==> config.mk <==
export PLATFORM = sky130hd
export DESIGN_NAME = mbyte_add_seq_flat
export DESIGN_NICKNAME = d
export VERILOG_FILES = /design/src/rtl/mbyte_add_seq_if.sv /design/src/rtl/mbyte_add_seq.sv /design/src/flat_wrapper.sv
export SDC_FILE = /design/constraint.sdc
export NUM_CORES = 1
export LEC_CHECK = 0
export BUFFER_PORTS_ARGS = -buffer_cell sky130_fd_sc_hd__clkbuf_2
export CAP_MARGIN = 20
export CORE_UTILIZATION = 42
export DETAILED_ROUTE_END_ITERATION = 6
export PLACE_DENSITY = 0.67
export SETUP_SLACK_MARGIN = 0.15
export SLEW_MARGIN = 10
export SYNTH_ARGS = -nofsm -noshare
export SYNTH_HDL_FRONTEND = slang
export SYNTH_SLANG_ARGS = --single-unit
==> constraint.sdc <==
create_clock -name clk -period 3.5 [get_ports clk]
set_clock_uncertainty 0.2 [all_clocks]
set_input_delay 0.7 -clock clk [delete_from_list [all_inputs] [get_ports clk]]
set_output_delay 0.7 -clock clk [all_outputs]
set_load 0.01 [all_outputs]
==> src/rtl/mbyte_add_seq_if.sv <==
// mbyte_add_seq_if: requester/consumer bus of the multi-byte add sequencer.
//   master : requester side (drives in_valid, op_*, out_ready)
//   slave  : sequencer side (drives in_ready, out_valid, result, cout[, ovf])
// Optional: define MBYTE_ADD_OVF_EN to add the signed-overflow flag ovf.
interface mbyte_add_seq_if #(
    parameter int unsigned WIDTH  = 8,
    parameter int unsigned NBYTES = 4
);
    localparam int unsigned DW = WIDTH * NBYTES;

    logic          in_valid;
    logic          in_ready;
    logic [DW-1:0] op_a;
    logic [DW-1:0] op_b;
    logic          op_cin;
    logic          op_sub;
    logic          out_valid;
    logic          out_ready;
    logic [DW-1:0] result;
    logic          cout;
`ifdef MBYTE_ADD_OVF_EN
    logic          ovf;

    modport master (
        output in_valid, op_a, op_b, op_cin, op_sub, out_ready,
        input  in_ready, out_valid, result, cout, ovf
    );

    modport slave (
        input  in_valid, op_a, op_b, op_cin, op_sub, out_ready,
        output in_ready, out_valid, result, cout, ovf
    );
`else
    modport master (
        output in_valid, op_a, op_b, op_cin, op_sub, out_ready,
        input  in_ready, out_valid, result, cout
    );

    modport slave (
        input  in_valid, op_a, op_b, op_cin, op_sub, out_ready,
        output in_ready, out_valid, result, cout
    );
`endif
endinterface

==> src/rtl/mbyte_add_seq.sv <==
// mbyte_add_seq: runs NBYTES*WIDTH-bit add/subtract through one shared
// WIDTH-bit combinational adder, one byte per clock, LSB first, carry chained.
// Ports:
//   clk, rst          clock, synchronous active-high reset
//   bus (slave)       valid/ready operand request and result handoff
//   add_a/add_b/add_cin  byte operands and carry toward the shared adder
//                        (combinational from registers, 0 outside RUN)
//   add_sum/add_cout  shared adder response
// Optional: define MBYTE_ADD_OVF_EN to produce bus.ovf (signed overflow).
module mbyte_add_seq #(
    parameter int unsigned WIDTH  = 8,
    parameter int unsigned NBYTES = 4
) (
    input  logic             clk,
    input  logic             rst,
    mbyte_add_seq_if.slave   bus,
    output logic [WIDTH-1:0] add_a,
    output logic [WIDTH-1:0] add_b,
    output logic             add_cin,
    input  logic [WIDTH:0]   add_sum,
    input  logic             add_cout
);
    localparam int unsigned DW       = WIDTH * NBYTES;
    localparam int unsigned IDX_W    = $clog2(NBYTES);
    localparam logic [IDX_W-1:0] LAST_IDX = IDX_W'(NBYTES - 1);

    typedef enum logic [1:0] {
        IDLE = 2'd0,
        RUN  = 2'd1,
        DONE = 2'd2
    } state_t;

    state_t           state;
    logic [IDX_W-1:0] idx;
    logic [DW-1:0]    opa_q;
    logic [DW-1:0]    opb_q;
    logic             carry_q;
    logic [DW-1:0]    result_q;
    logic             cout_q;
    logic             in_ready_q;
    logic             out_valid_q;

    // The chained carry comes from add_cout; the sum MSB is redundant with it.
    logic unused_sum_msb;
    assign unused_sum_msb = add_sum[WIDTH];

    assign bus.in_ready  = in_ready_q;
    assign bus.out_valid = out_valid_q;
    assign bus.result    = result_q;
    assign bus.cout      = cout_q;

    // Byte idx of the latched operands toward the adder; quiet outside RUN.
    always_comb begin
        add_a   = '0;
        add_b   = '0;
        add_cin = 1'b0;
        if (state == RUN) begin
            add_a   = opa_q[idx*WIDTH +: WIDTH];
            add_b   = opb_q[idx*WIDTH +: WIDTH];
            add_cin = carry_q;
        end
    end

`ifdef MBYTE_ADD_OVF_EN
    logic ovf_q;
    logic msb_cin;

    assign bus.ovf = ovf_q;

    // Carry into the top bit, recovered from the top bit's sum equation.
    assign msb_cin = add_a[WIDTH-1] ^ add_b[WIDTH-1] ^ add_sum[WIDTH-1];

    always_ff @(posedge clk) begin
        if (rst) begin
            ovf_q <= 1'b0;
        end else if (state == RUN && idx == LAST_IDX) begin
            ovf_q <= msb_cin ^ add_cout;
        end
    end
`endif

    // Sequencer: accept, one byte per cycle, hold result until consumed.
    always_ff @(posedge clk) begin
        if (rst) begin
            state       <= IDLE;
            idx         <= '0;
            opa_q       <= '0;
            opb_q       <= '0;
            carry_q     <= 1'b0;
            result_q    <= '0;
            cout_q      <= 1'b0;
            in_ready_q  <= 1'b1;
            out_valid_q <= 1'b0;
        end else begin
            case (state)
                IDLE: begin
                    if (bus.in_valid && in_ready_q) begin
                        opa_q      <= bus.op_a;
                        // Subtract as A + ~B + 1: invert B once here, force carry-in.
                        opb_q      <= bus.op_sub ? ~bus.op_b : bus.op_b;
                        carry_q    <= bus.op_sub ? 1'b1 : bus.op_cin;
                        idx        <= '0;
                        in_ready_q <= 1'b0;
                        state      <= RUN;
                    end
                end
                RUN: begin
                    result_q[idx*WIDTH +: WIDTH] <= add_sum[WIDTH-1:0];
                    carry_q <= add_cout;
                    if (idx == LAST_IDX) begin
                        cout_q      <= add_cout;
                        out_valid_q <= 1'b1;
                        state       <= DONE;
                    end else begin
                        idx <= idx + IDX_W'(1);
                    end
                end
                DONE: begin
                    // No bypass: in_ready rises only after the handoff edge.
                    if (bus.out_ready) begin
                        out_valid_q <= 1'b0;
                        in_ready_q  <= 1'b1;
                        state       <= IDLE;
                    end
                end
                default: begin
                    state <= IDLE;
                end
            endcase
        end
    end
endmodule

==> src/flat_wrapper.sv <==
// flat-port wrapper written by rule: the top's interface ports become plain ports
module mbyte_add_seq_flat 
#(
    parameter int unsigned WIDTH  = 8,
    parameter int unsigned NBYTES = 4
)
  (clk, rst, add_a, add_b, add_cin, add_sum, add_cout, bus_in_valid, bus_op_a, bus_op_b, bus_op_cin, bus_op_sub, bus_out_ready, bus_in_ready, bus_out_valid, bus_result, bus_cout);
  mbyte_add_seq_if #(.WIDTH(WIDTH), .NBYTES(NBYTES)) bus_i ();
  input  logic clk;
  input  logic rst;
  output logic [WIDTH-1:0] add_a;
  output logic [WIDTH-1:0] add_b;
  output logic add_cin;
  input  logic [WIDTH:0] add_sum;
  input  logic add_cout;
  input wire logic [$bits(bus_i.in_valid)-1:0] bus_in_valid;
  input wire logic [$bits(bus_i.op_a)-1:0] bus_op_a;
  input wire logic [$bits(bus_i.op_b)-1:0] bus_op_b;
  input wire logic [$bits(bus_i.op_cin)-1:0] bus_op_cin;
  input wire logic [$bits(bus_i.op_sub)-1:0] bus_op_sub;
  input wire logic [$bits(bus_i.out_ready)-1:0] bus_out_ready;
  output wire logic [$bits(bus_i.in_ready)-1:0] bus_in_ready;
  output wire logic [$bits(bus_i.out_valid)-1:0] bus_out_valid;
  output wire logic [$bits(bus_i.result)-1:0] bus_result;
  output wire logic [$bits(bus_i.cout)-1:0] bus_cout;
  assign bus_i.in_valid = bus_in_valid;
  assign bus_i.op_a = bus_op_a;
  assign bus_i.op_b = bus_op_b;
  assign bus_i.op_cin = bus_op_cin;
  assign bus_i.op_sub = bus_op_sub;
  assign bus_i.out_ready = bus_out_ready;
  assign bus_in_ready = bus_i.in_ready;
  assign bus_out_valid = bus_i.out_valid;
  assign bus_result = bus_i.result;
  assign bus_cout = bus_i.cout;
  mbyte_add_seq #(.WIDTH(WIDTH), .NBYTES(NBYTES)) u_core (.clk(clk), .rst(rst), .bus(bus_i), .add_a(add_a), .add_b(add_b), .add_cin(add_cin), .add_sum(add_sum), .add_cout(add_cout));
endmodule
After elaboration in Yosys (flattened, before gate mapping)
Cells that the tools add are included.
{"block": "op_classes", "addsub": 2, "multipliers": 0, "n_div": 0, "n_lt_le_gt_ge": 0, "eq_ne": 7, "n_shift": 4, "mux": 21, "bitwise_logic": 1, "n_reduce_logical": 12}
{"op": "$shiftx A32 B6 Y8", "n": 2}
{"op": "$neg A5 Y34", "n": 1}
{"op": "$shift A8 B34 Y32 const A", "n": 1}
{"op": "$shiftx A8 B34 Y32", "n": 1}
{"op": "$bwmux W32", "n": 1}
{"op": "$mux W32", "n": 1}
{"op": "$not A32 Y32", "n": 1}
{"op": "$mux W8", "n": 2}
{"op": "$reduce_and A3 Y1", "n": 4}
{"op": "$mux W2", "n": 5}
{"op": "$mux W1", "n": 7}
{"op": "$ne A2 B2 Y1 const B", "n": 3}
{"op": "$pmux W1 S2", "n": 3}
{"op": "$pmux W2 S3", "n": 1}
{"op": "$reduce_and A2 Y1", "n": 3}
{"op": "$reduce_bool A2 Y1", "n": 3}
{"op": "$eq A2 B2 Y1 const B", "n": 2}
{"op": "$pmux W2 S2", "n": 1}
{"op": "$add A2 B1 Y2 const B", "n": 1}
{"op": "$eq A2 B1 Y1 const B", "n": 1}
{"op": "$logic_not A2 Y1", "n": 1}
{"op": "$ne A2 B1 Y1 const B", "n": 1}
{"op": "$logic_and A1 B1 Y1", "n": 1}
{"block": "totals", "register_bits": 104, "latch_bits": 0, "ram_bits": 0, "rom_bits": 0, "in_bits": 80, "output_inout_bits": 52, "n_memories": 0}

Longest topological paths before layout
{"block": "depth", "word_depth": 3, "ltp_mapped": 8}

Least setup slack after synthesis
OpenSTA, ideal clock, no wires.
{"block": "synth_path", "kind": "flip-flop to flip-flop", "startpoint": "register u_core.idx[1]", "endpoint": "register u_core.result_q[10] (netlist: u_core.bus.result[10])", "setup_time_ps": 117, "arrival_ps": 1891, "required_time_ps": 3183, "setup_slack_ps": 1292, "path_stages_with_launch": 9, "n_path_buf": 3, "synth_period_minus_slack_ps": 2208, "path_cell_list": "dfxtp_1 > buf_2 > buf_2 > inv_1 > ha_1 > and2_1 > and4_1 > buf_4 > a22o_1"}
{"block": "synth_between", "elab_chain_len": 3, "word_cells_on_any_way": 4, "classes_between": "add/sub: 1; shift: 2; mux: 1"}
{"item": "from (decl)", "line": "mbyte_add_seq.sv:34", "text": "logic [IDX_W-1:0] idx;"}
{"item": "from (signal assigned)", "line": "mbyte_add_seq.sv:115", "text": "idx <= idx + IDX_W'(1);"}
{"item": "$neg A5 Y34 (*)", "line": "mbyte_add_seq.sv:108", "text": "result_q[idx*WIDTH +: WIDTH] <= add_sum[WIDTH-1:0];"}
{"item": "$shiftx A8 B34 Y32 or $shift A8 B34 Y32 (tied branches)", "line": "mbyte_add_seq.sv:108"}
{"item": "$bwmux W32 (*)", "line": "mbyte_add_seq.sv:108"}
{"item": "to (signal, indexed assignment)", "line": "mbyte_add_seq.sv:108"}
{"item": "to (decl)", "line": "mbyte_add_seq.sv:38", "text": "logic [DW-1:0] result_q;"}
Mark *: on every way between the ends. The rest lies on a longest branch, timed or not.
A chain may end at the register's enable or synchronous reset.

Final worst setup path
{"block": "layout_path", "startpoint": "register u_core.idx[1]", "endpoint": "output port add_b[7]"}
{"block": "layout_between", "elab_chain_len": 2}
{"item": "$shiftx A32 B6 Y8", "line": "mbyte_add_seq.sv:59", "text": "add_b = opb_q[idx*WIDTH +: WIDTH];"}
{"item": "$mux W8", "line": "mbyte_add_seq.sv:57", "text": "if (state == RUN) begin"}
{"item": "to (decl)", "line": "flat_wrapper.sv:12", "text": "output logic [WIDTH-1:0] add_b;"}
Every way passes these cells.

==> reports/results.txt <==
status = complete, no violations
GRT Total Usage = 18.4%
Overflow after GRT = 0
Rows = 38
unrepaired setup endpoints after global routing = false
Power Total = 2.38 mW
CTS buffer count = 9
CORE AREA = 10,800 um^2
WL met3 = 590 um
post-route cell area = 5530 um^2
Max-Cap Viols = 0
IO Pins = 132
Hold Violations, Final = 0
CTS Buffer Depth = 2
crit path cell chain = buf_4 -> mux4_2 -> and2_1 -> clkbuf_2
min-delay worst type = reg2reg
clk_lat worst skew = 350 ps
Period Utilization, post-route = 78.9%
clock sink total = 104
Post-DP HPWL = 7110 um
Synthesized Nets = 552
warning count from the yosys run = 0
Multi-input gate area = 2340 um^2
Max Transition Viols Final = 0
leakage power total = 2.23 nW
CTS tree = yes
post-cts hold buffer count = 0
Top Layer Used = met4
Req. time, crit path = 2600 ps
first-pass GRT wire length = 16,600 um
largest net degree at the start of global routing = 98
Critical Path Fanout Max = 20
DRC errors left = 0
global placement routability congestion = 0.778
die height = 107 um
Hold Slack = 259 ps
Cell variety after synth = 35
final core utilization = 51.0%
Clock Root Buffer = clkbuf_8
fmax = 362 MHz
initial core utilization = 43.0%
DR WL met2 = 4980 um
Iteration-0 DRC Markers = 225
worst slew pin tran = 1020 ps
htree depth = 3
Reg clk slew, reported paths = 100 ps
CP Capture Type = output port
Port-buffer cells = 130
Max-Slew Margin vs Limit = 31.8%
CP Launch Type = flip-flop
Syn-to-layout area delta = 18.7%
worst path arrival time = 1860 ps
Total Wirelength = 10,300 um
Min Clock Period, post-route = 2760 ps
DRT met1 WL = 4640 um
register area share after synthesis = 44.7%
layout cells sized above 1 = 34.4%
ant diodes = 0
Synth Register Bits = 104
initial antenna violation count = 0
first-pass detailed-route iteration total = 4
Vias/cell = 5.11
Post-CTS Setup Bufs = 0
Worst path slowest cell = mux4_2
final net count = 662
most frequent cells in the layout = 129 x clkbuf_2, 104 x dfxtp_1, 68 x nand2_1
critical path class = reg2out
Final ANT Viol Nets = 0
Die W = 107 um
PwrDens = 429 nW/um^2
Syn Std Cell Area = 4660 um^2
register area = 2080 um^2
Final TNS setup = 0 ps
Setup Viol. Count Final = 0
die area = 11,500 um^2
CP peak stage delay = 540 ps
Area after DPL = 5360 um^2
post-CTS sizing = 0
vias in the first global route = 3,494
cell count after synthesis = 467
syn_area_per_cell = 9.97 um^2
Fillers = 1,032
Max rail drop VDD = 0.183 mV
commonest non-fill, non-tap cell in the layout = clkbuf_2
wire per inst = 14.3 um
via total after detailed routing = 3,690
## flip-flops by register name, summed over array words and instances (netlist names)
register,cells
u_core.bus.cout,1
u_core.bus.result,32
u_core.bus.in_ready,1
u_core.opa_q,32
u_core.bus.out_valid,1
u_core.state,2
u_core.idx,2
u_core.opb_q,32
u_core.carry_q,1
## where the power goes
part / switching (mW) / total (mW) / internal, mW
clock: 0.381 / 0.658 / 0.277
sequential: 0.0387 / 1.30 / 1.26
combinational: 0.231 / 0.422 / 0.190
## final cells by class
class	count	area share [%]
clock buffers	13	2.69
flip-flops and latches	104	37.6
inverters	12	0.814
well taps	140	3.17
clock inverters	3	0.317
repair buffers	137	13.0
multi-input cells	313	42.4
## critical path: cells and delay by family, from the launching register on
kind,cells,cell delay (ps)
buffers and inverters,2,430
AND/OR/NAND/NOR,1,180
flip-flops,1,330
multiplexers,1,540
## layer usage
layer,up-vias,GRT usage [%]
li1,1846,-
met1,1745,23.5
met2,92,30.0
met4,0,5.97
met3,7,5.27
met5,-,0
## metrics by stage
stage | worst slack, ps | cells
2_1_floorplan | 1290 | 467
3_3_place_gp | 1140 | 706
3_5_place_dp | 1130 | 706
4_1_cts | 709 | 722
5_1_grt | 635 | 722
6_report | 739 | 722
## synth_stat cells
library cell  number  area [um^2]
a211oi_1           6         45.0
a211oi_2          26          325
a21oi_1           38          190
a21oi_2            4         35.0
a22o_1            24          210
a2bb2o_1           1         10.0
a2bb2oi_1          1         8.76
and2_1            18          113
and4_1             2         17.5
buf_1              1         3.75
buf_2             14         70.1
buf_4             12         90.1
clkbuf_1          11         41.3
dfxtp_1          104         2080
ha_1               5         62.6
inv_1             12         45.0
mux4_2            16          360
nand2_1           68          255
nand2b_1           3         18.8
nand3_1            2         10.0
nand3b_1           2         15.0
nand4_1            1         6.26
nand4_2            1         12.5
nand4bb_1          1         11.3
nor2_1            36          135
nor2b_1           11         68.8
nor4_4             1         21.3
nor4bb_1           1         10.0
o2111ai_1          1         8.76
o211ai_1           1         7.51
o21ai_0            2         10.0
o221ai_1           1         8.76
o2bb2ai_1          7         61.3
o31ai_1            1         7.51
xnor2_1           32          280
## worst paths after layout
path | from | endpoint | slack [ps] | cells after the start
hold reg to reg | u_core.opa_q[21]$_SDFFE_PP0P_ | u_core.opa_q[21]$_SDFFE_PP0P_ | 260 | 2
setup / recovery | u_core.idx[1]$_SDFFE_PP0P_ | add_b[7] | 740 | 4
setup reg to reg | u_core.idx[1]$_SDFFE_PP0P_ | u_core.bus.result[22]$_SDFFE_PP0P_ | 1320 | 6
hold / removal | u_core.opa_q[21]$_SDFFE_PP0P_ | u_core.opa_q[21]$_SDFFE_PP0P_ | 260 | 2
## kinds of logic (layout without fill, tap and decap cells)
group / after synthesis / in the layout / synth area share, %
AO/OA/AOI/OAI: 113 / 113 / 19.9
XOR/XNOR: 32 / 32 / 6.02
adder cells (fa/ha/maj): 5 / 5 / 1.34
buffers and inverters: 50 / 165 / 5.37
flip-flops: 104 / 104 / 44.7
multiplexers: 16 / 16 / 7.74
AND/OR/NAND/NOR: 147 / 147 / 14.9
(Power assumes the default switching activity.)
